File: src/rtl/uart_rx_axis_bridge_pkg.sv
// Shared UART/AXIS definitions: receive FSM encoding, frame width and default bit timing.
package uart_rx_axis_bridge_pkg;

  localparam int UART_DATA_BITS       = 8;
  localparam int CLKS_PER_BIT_DEFAULT = 434;

  typedef enum logic [1:0] {
    IDLE  = 2'd0,
    START = 2'd1,
    DATA  = 2'd2,
    STOP  = 2'd3
  } uart_rx_state_t;

endpackage

File: src/rtl/sync_fifo.sv
// Single-clock first-word fall-through FIFO; a push into a full FIFO succeeds only alongside a pop.
module sync_fifo #(
  parameter int WIDTH = 8,
  parameter int DEPTH = 8
) (
  input  logic             clk,
  input  logic             rst,
  input  logic             push,
  input  logic [WIDTH-1:0] push_data,
  input  logic             pop,
  output logic [WIDTH-1:0] pop_data,
  output logic             empty,
  output logic             full
);

  localparam int AW = $clog2(DEPTH);

  logic [WIDTH-1:0] mem [DEPTH];
  logic [AW-1:0]    wr_ptr;
  logic [AW-1:0]    rd_ptr;
  logic [AW:0]      count;
  logic             do_push;
  logic             do_pop;

  assign empty    = (count == '0);
  assign full     = (count == (AW+1)'(DEPTH));
  assign do_pop   = pop && !empty;
  assign do_push  = push && (!full || do_pop);
  assign pop_data = mem[rd_ptr];

  always_ff @(posedge clk) begin
    if (rst) begin
      wr_ptr <= '0;
      rd_ptr <= '0;
      count  <= '0;
      for (int i = 0; i < DEPTH; i++) mem[i] <= '0;
    end else begin
      if (do_push) begin
        mem[wr_ptr] <= push_data;
        wr_ptr      <= wr_ptr + 1'b1;
      end
      if (do_pop) rd_ptr <= rd_ptr + 1'b1;
      case ({do_push, do_pop})
        2'b10:   count <= count + 1'b1;
        2'b01:   count <= count - 1'b1;
        default: count <= count;
      endcase
    end
  end

endmodule

File: src/rtl/uart_rx_axis_bridge.sv
// UART 8N1 receiver feeding an AXI-Stream master through a small FWFT FIFO.
//   state | meaning
//   IDLE  | line idle, waiting for synchronized rx low
//   START | timing to mid start bit; rx high there is a glitch
//   DATA  | sampling 8 data bits LSB first, one per bit period
//   STOP  | sampling stop bit; push byte or flag framing error
module uart_rx_axis_bridge
  import uart_rx_axis_bridge_pkg::*;
#(
  parameter int CLKS_PER_BIT = CLKS_PER_BIT_DEFAULT,
  parameter int FIFO_DEPTH   = 8
) (
  input  logic       clk,
  input  logic       rst,
  input  logic       rx,
  output logic [7:0] m_axis_tdata,
  output logic       m_axis_tvalid,
  input  logic       m_axis_tready,
  output logic       frame_err,
  output logic       overflow
);

  localparam int CNT_W = $clog2(CLKS_PER_BIT);
  localparam logic [CNT_W-1:0] BIT_LAST  = CNT_W'(CLKS_PER_BIT - 1);
  localparam logic [CNT_W-1:0] HALF_LAST = CNT_W'(CLKS_PER_BIT / 2 - 1);

  uart_rx_state_t            state;
  logic [CNT_W-1:0]          cnt;
  logic [2:0]                bit_idx;
  logic [UART_DATA_BITS-1:0] shreg;
  logic                      rx_meta;
  logic                      rx_sync;
  logic                      push;
  logic                      pop;
  logic                      fifo_empty;
  logic                      fifo_full;

  // Push straight from the stop-sample cycle so the byte is visible one cycle later.
  assign push          = (state == STOP) && (cnt == BIT_LAST) && rx_sync;
  assign pop           = m_axis_tvalid && m_axis_tready;
  assign m_axis_tvalid = !fifo_empty;

  always_ff @(posedge clk) begin
    if (rst) begin
      state     <= IDLE;
      cnt       <= '0;
      bit_idx   <= '0;
      shreg     <= '0;
      rx_meta   <= 1'b1;
      rx_sync   <= 1'b1;
      frame_err <= 1'b0;
      overflow  <= 1'b0;
    end else begin
      rx_meta   <= rx;
      rx_sync   <= rx_meta;
      frame_err <= 1'b0;
      if (push && fifo_full && !pop) overflow <= 1'b1;
      case (state)
        IDLE: begin
          if (!rx_sync) begin
            cnt   <= '0;
            state <= START;
          end
        end
        START: begin
          if (cnt == HALF_LAST) begin
            cnt     <= '0;
            bit_idx <= '0;
            state   <= rx_sync ? IDLE : DATA;
          end else begin
            cnt <= cnt + 1'b1;
          end
        end
        DATA: begin
          if (cnt == BIT_LAST) begin
            cnt   <= '0;
            shreg <= {rx_sync, shreg[UART_DATA_BITS-1:1]};
            if (bit_idx == 3'd7) state <= STOP;
            else bit_idx <= bit_idx + 1'b1;
          end else begin
            cnt <= cnt + 1'b1;
          end
        end
        STOP: begin
          if (cnt == BIT_LAST) begin
            cnt       <= '0;
            frame_err <= !rx_sync;
            state     <= IDLE;
          end else begin
            cnt <= cnt + 1'b1;
          end
        end
        default: state <= IDLE;
      endcase
    end
  end

  sync_fifo #(
    .WIDTH (UART_DATA_BITS),
    .DEPTH (FIFO_DEPTH)
  ) u_fifo (
    .clk       (clk),
    .rst       (rst),
    .push      (push),
    .push_data (shreg),
    .pop       (pop),
    .pop_data  (m_axis_tdata),
    .empty     (fifo_empty),
    .full      (fifo_full)
  );

endmodule

File: config.mk
export PLATFORM = sky130hd
export DESIGN_NAME = uart_rx_axis_bridge
export DESIGN_NICKNAME = d
export VERILOG_FILES = /design/src/rtl/uart_rx_axis_bridge_pkg.sv /design/src/rtl/sync_fifo.sv /design/src/rtl/uart_rx_axis_bridge.sv
export SDC_FILE = /design/constraint.sdc
export NUM_CORES = 1
export LEC_CHECK = 0
export CORE_UTILIZATION = 66
export CTS_CLUSTER_DIAMETER = 80
export DETAILED_ROUTE_END_ITERATION = 12
export GPL_ROUTABILITY_DRIVEN = 1
export PLACE_DENSITY = 0.83
export SETUP_SLACK_MARGIN = 0.4
export SKIP_LAST_GASP = 1
export SLEW_MARGIN = 40
export SYNTH_ARGS = -nofsm -noshare
export SYNTH_HDL_FRONTEND = slang
export SYNTH_SLANG_ARGS = --single-unit
export TNS_END_PERCENT = 10
File: constraint.sdc
create_clock -name clk -period 6.25 [get_ports clk]
set_input_delay 1.875 -clock clk [delete_from_list [all_inputs] [get_ports clk]]
set_output_delay 1.875 -clock clk [all_outputs]
set_load 0.005 [all_outputs]
=== Word level (Yosys, flattened, before mapping) ===
Memory sizes are Yosys's and may differ from the RTL's. A register that Yosys moved wholly into a read port is not among the register bits.
Cells that the tools add are included.

* Bits in registers: 36
* Memory bits (writable): 64
* Input port bits: 4
* Output and inout port bits: 11
* Logic and storage cells: 83
* Memories kept: 1

{| class="wikitable"
|+ Memory list
! memory !! depth !! width !! rd ports !! clocked after Yosys merged registers in !! wr ports !! line !! source
|-
| u_fifo.mem || 8 || 8 || 1 || 1 || 8 || sync_fifo.sv:18 || <nowiki>logic [WIDTH-1:0] mem [DEPTH];</nowiki>
|}

* $add $sub $neg: 6
* Equal/unequal tests: 15
* Muxes and demuxes: 26
* Bitwise operators: 2
* Reductions and logical operators: 22

{| class="wikitable"
|+ Operators with widths
! kind !! count
|-
| two-way mux 9 bit || 3
|-
| case mux 9 bit (3 select lines) || 1
|-
| two-way mux 3 bit || 6
|-
| two-way mux 2 bit || 6
|-
| inequality test 2 bit, second input constant || 5
|-
| adder 3 x 1 -> 3 bit, second input constant || 3
|-
| adder 9 x 1 -> 9 bit, second input constant || 1
|-
| equality test 9 x 8 -> 1 bit, second input constant || 1
|-
| equality test 9 bit, second input constant || 1
|-
| two-way mux 8 bit || 1
|-
| case mux 2 bit (4 select lines) || 1
|-
| case mux 4 bit (2 select lines) || 1
|-
| OR reduction 8 bit || 1
|-
| logical AND 1 bit || 7
|-
| equality test 2 bit, second input constant || 3
|-
| two-way mux 1 bit || 6
|-
| case mux 3 bit (2 select lines) || 1
|-
| AND reduction 5 bit || 1
|-
| adder 4 x 1 -> 4 bit, second input constant || 1
|-
| equality test 2 x 1 -> 1 bit, second input constant || 2
|-
| equality test 4 bit, second input constant || 1
|-
| zero test 1 bit || 4
|-
| zero test 4 bit || 1
|-
| AND reduction 4 bit || 1
|-
| other kinds (10) || 12
|}

=== Logic depth before layout (Yosys ltp) ===
* Depth after elaboration: 11
* Gate-level depth with buffers: 14
* Gate-level depth less buffers: 13

=== Modules after synthesis ===
Synthesis repeated with hierarchy kept, for this count alone.

* Cell total of the unflattened synthesis: 408
* Area total of the unflattened synthesis: 4,907.2 um^2

{| class="wikitable"
|+ Modules (own cells, without submodules)
! module !! times used !! cells an instance !! area each (um^2) !! sequential area each (um^2)
|-
| sync_fifo || 1 || 259 || 3,593.4 || 2,182.1
|-
| uart_rx_axis_bridge || 1 || 149 || 1,313.8 || 520.5
|}

=== Worst setup path before layout ===
No wires, ideal clock.

* Path kind: input-to-reg
* Start point: input port m_axis_tready
* End point: register u_fifo.count[2]
* Library setup time: 0.070 ns
* Arrival time: 3.766 ns
* Data required time: 6.180 ns
* Setup slack: 2.414 ns
* Stages on the path: 12
* Path buffers: 1
* Cells stage by stage: nand2b_1 o21ai_1 buf_2 nor2_1 inv_1 ha_1 xor2_1 ha_1 a21oi_1 xor2_1 or3_1 a21oi_1

* Word-level cells in the longest chain between the ends: 6
* Elaborated cells on any way between the ends: 8
* Those cells by class: 2 x eq/ne; 1 x mux; 5 x reduce/logical

{| class="wikitable"
|+ Ends and longest elaborated chain
! element !! line !! source
|-
| from (decl) || uart_rx_axis_bridge.sv:18 || <nowiki>input logic m_axis_tready,</nowiki>
|-
| logical AND 1 bit (*) || uart_rx_axis_bridge.sv:40 || <nowiki>assign pop = m_axis_tvalid && m_axis_tready;</nowiki>
|-
| logical AND 1 bit (*) || sync_fifo.sv:27 || <nowiki>assign do_pop = pop && !empty;</nowiki>
|-
| logical OR 1 bit || sync_fifo.sv:28 || <nowiki>assign do_push = push && (!full || do_pop);</nowiki>
|-
| logical AND 1 bit || sync_fifo.sv:28 ||
|-
| equality test 2 x 1 -> 1 bit or equality test 2 bit (tied branches) || sync_fifo.sv:43 || <nowiki>case ({do_push, do_pop})</nowiki>
|-
| case mux 4 bit (2 select lines) or nonzero test 2 bit (tied branches) || n/a ||
|-
| to (signal assigned) || sync_fifo.sv:44 || <nowiki>2'b10: count <= count + 1'b1;</nowiki>
|-
| to (signal assigned) || sync_fifo.sv:45 || <nowiki>2'b01: count <= count - 1'b1;</nowiki>
|-
| to (signal assigned) || sync_fifo.sv:46 || <nowiki>default: count <= count;</nowiki>
|-
| to (decl) || sync_fifo.sv:21 || <nowiki>logic [AW:0] count;</nowiki>
|}

Every way passes the cells marked *; elsewhere a longest branch is shown, timed or not.
A chain may end at the register's enable or synchronous reset.

==> flow_summary_export.csv <==
group,metric,value,unit
outcome,status,"completed",
finish,area_growth,7.57,%
clocking,cts_sinks,103,
detailed_routing,dr.first_iter.drc_count,265,
floorplanning,ios,15,
finish,mostFrequentLayoutCells,"edfxtp_1 (64), nor2_1 (46), dfxtp_1 (38)",
sta,slew_headroom,44.0,%
floorplanning,initial_core_util,70.0,%
finish,fillers,448,
detailed_routing,wl_per_cell,18.6,µm
detailed_routing,ant_nets,0,
global_routing,overflow,0,
detailed_routing,top_layer,"met4",
sta,finalSetupTns,0,ns
logic_synthesis,syn-cell-area,4860,µm²
clocking,clkLatencyLatePin,0.36,ns
detailed_routing,met2_length,5.24,mm
job,drv_cap,0,
global_routing,antenna_found_initial,0,
floorplanning,die_w,87.8,µm
logic_synthesis,syn_avg_cell_area,11.7,µm²
hold_path,holdPathStages,1,
sta,skew,0.0148,ns
logic_synthesis,ys_warn_count,0,
clocking,ctsResizeCount,0,
finish,final_layout_size_suffix_gt1_share,13.2,%
sta,period_share,68.6,%
sta,period_needed,4.29,ns
logic_synthesis,seq_area_frac_synth,55.6,%
critical_path,worst-setup-path-type,"reg -> out",
clocking,cts_tree,"built",
sta,worst_pin_slew,0.835,ns
finish,final_common_cell,"edfxtp_1",
critical_path,critPathMaxFanout,16,
detailed_routing,vias,3282,
placement,dp_hpwl,6.87,mm
detailed_routing,wl,9.68,mm
critical_path,critPathLaunchType,"flop",
clocking,cts.clk_slew.worst_paths,0.09,ns
critical_path,end_kind,"output pin",
logic_synthesis,postSynthCellCount,415,
sta,timing.final.ws_setup,1.96,ns
detailed_routing,viasPerCell,6.30,
critical_path,r2r_cells,5,
pwr,ir_drop,0.161,mV
logic_synthesis,synthTopCellsByArea,"edfxtp_1 (40%), dfxtp_1 (16%), mux4_2 (7.4%)",
critical_path,required,4.38,ns
logic_synthesis,async_flop_share,0,%
sta,hold_viol_final,0,
placement,pre_cts_ws,1.74,ns
floorplanning,core,6940,µm²
pwr,p_per_area,223,nW/µm²
finish,nNetsFinal,434,
sta,max_freq,0.233,GHz
sta,finalMaxSlewViolations,0,
floorplanning,rows,30,
logic_synthesis,synth-main-ff-cell,"edfxtp_1",
sta,setup_violations,0,
placement,place_congestion,0.899,
floorplanning,die_area,7710,µm²
detailed_routing,first_pass_iters,5,
clocking,clockBufferDepth,2,
finish,postLayoutCoreUtil,75.3,%
detailed_routing,drcViolationCount,0,
hold_path,hp-class,"reg -> reg",
logic_synthesis,synth-edff-count,64,
critical_path,crit_arrival,2.41,ns
global_routing,grt_pass1_wl,15.2,mm
logic_synthesis,ys_ff_latch,103,
clocking,root_buffer,"clkbuf_8",
pwr,p_leak,0.00168,µW
clocking,cts_htree_levels,3,
global_routing,grt_max_degree,21,
placement,placed_cell_area,5050,µm²
clocking,cts_buffers,9,
placement,numPortBuffers,14,
floorplanning,dieHeight,87.8,µm
finish,diodes,0,
sta,rsz0062_at_grt,"no",
global_routing,grt_usage,26.9,%
logic_synthesis,yosysTopAreaCell,"edfxtp_1",
detailed_routing,met1_length,3.77,mm
logic_synthesis,synth_nets,429,
global_routing,grt_pass1_vias,3095,
logic_synthesis,yosysUniqueCellTypes,49,
finish,fin_area,5230,µm²
clocking,cts_hold_buffers,0,
detailed_routing,dr_wl_met3,506,µm
clocking,cts_setup_buffers,0,
logic_synthesis,synth_top_area_share,39.5,%
[report_power, final]
group | total [µW] | internal (µW) | switching, µW
combinational | 47.4 | 19.0 | 28.4
clock | 372 | 145 | 228
sequential | 749 | 740 | 9.20
total | 1170 | 903 | 265
[critical path, cell delays in order (launching register included)]
cell and delay (ns):
dfxtp_2 0.72, mux4_2 0.60, mux2_2 0.29, clkdlybuf4s50_1 0.45
[cell families after synthesis]
logic type      count (synthesis)  synth area share, %
simple gates                  170                 19.6
flops                         103                 55.6
compound gates                 58                 7.10
buf+inv                        35                 2.91
mux                            34                 11.3
fa+ha+maj                      10                 2.57
xor+xnor                        5                0.901
[metrics by stage]
step | power, µW | cells | hold slack (ns)
after CTS | 1170 | 521 | 0.418
after detailed placement | 812 | 505 | 0.396
after global routing | 1200 | 521 | 0.438
after global placement | 808 | 505 | 0.393
final | 1170 | 521 | 0.416
after floorplan | 793 | 415 | 0.389
[synthesized netlist by cell type, types with 4 or more instances]
cell type and number:
nand2b_1 6, o22ai_1 5, clkbuf_1 11, buf_2 8, edfxtp_1 64, o21ai_0 13
a21oi_1 17, nand2_1 24, dfxtp_1 39, nor2_1 46, xor2_1 5, o21ai_1 7
and2_1 25, mux2_2 9, nor4_1 10, or3_1 5, mux4_2 16, nor3_1 13
ha_1 10, o21a_1 4, inv_1 13, mux2i_1 9, nand3_1 14
[per-layer routing]
layer	vias to the layer above	global-route usage, %
met4	0	8.79
met1	1590	31.7
li1	1551	-
met2	122	49.3
met5	-	0
met3	19	5.09
[sequential cells by signal (all words and copies together) (netlist names), named ones only]
| name | flops |
|---|---|
| frame_err | 1 |
| overflow | 1 |
| rx_sync | 1 |
| bit_idx | 3 |
| u_fifo.mem | 64 |
| rx_meta | 1 |
| u_fifo.wr_ptr | 3 |
| u_fifo.rd_ptr | 3 |
| state | 1 |
| cnt | 9 |
| shreg | 8 |
| u_fifo.count | 4 |
[cell type report]
cell class / instances / area [µm²] / area share [%]
tap: 96 / 120 / 2.30
timing repair buffer: 16 / 155 / 2.97
inverter: 13 / 48.8 / 0.933
clock buffer: 9 / 124 / 2.37
sequential: 103 / 2700 / 51.7
multi-input combinational: 277 / 2030 / 38.8
clock inverter: 7 / 47.5 / 0.909
[worst paths after layout]
check / start / end / slack [ns]
min reg2reg: rx_meta / rx_sync / 0.42
max: flop / m_axis_tdata[2] / 1.96
max reg2reg: cnt[0] / u_fifo.mem[5][5] / 3.29
min: rx_meta / rx_sync / 0.42
No activity file was read; power rests on OpenSTA's default activity.
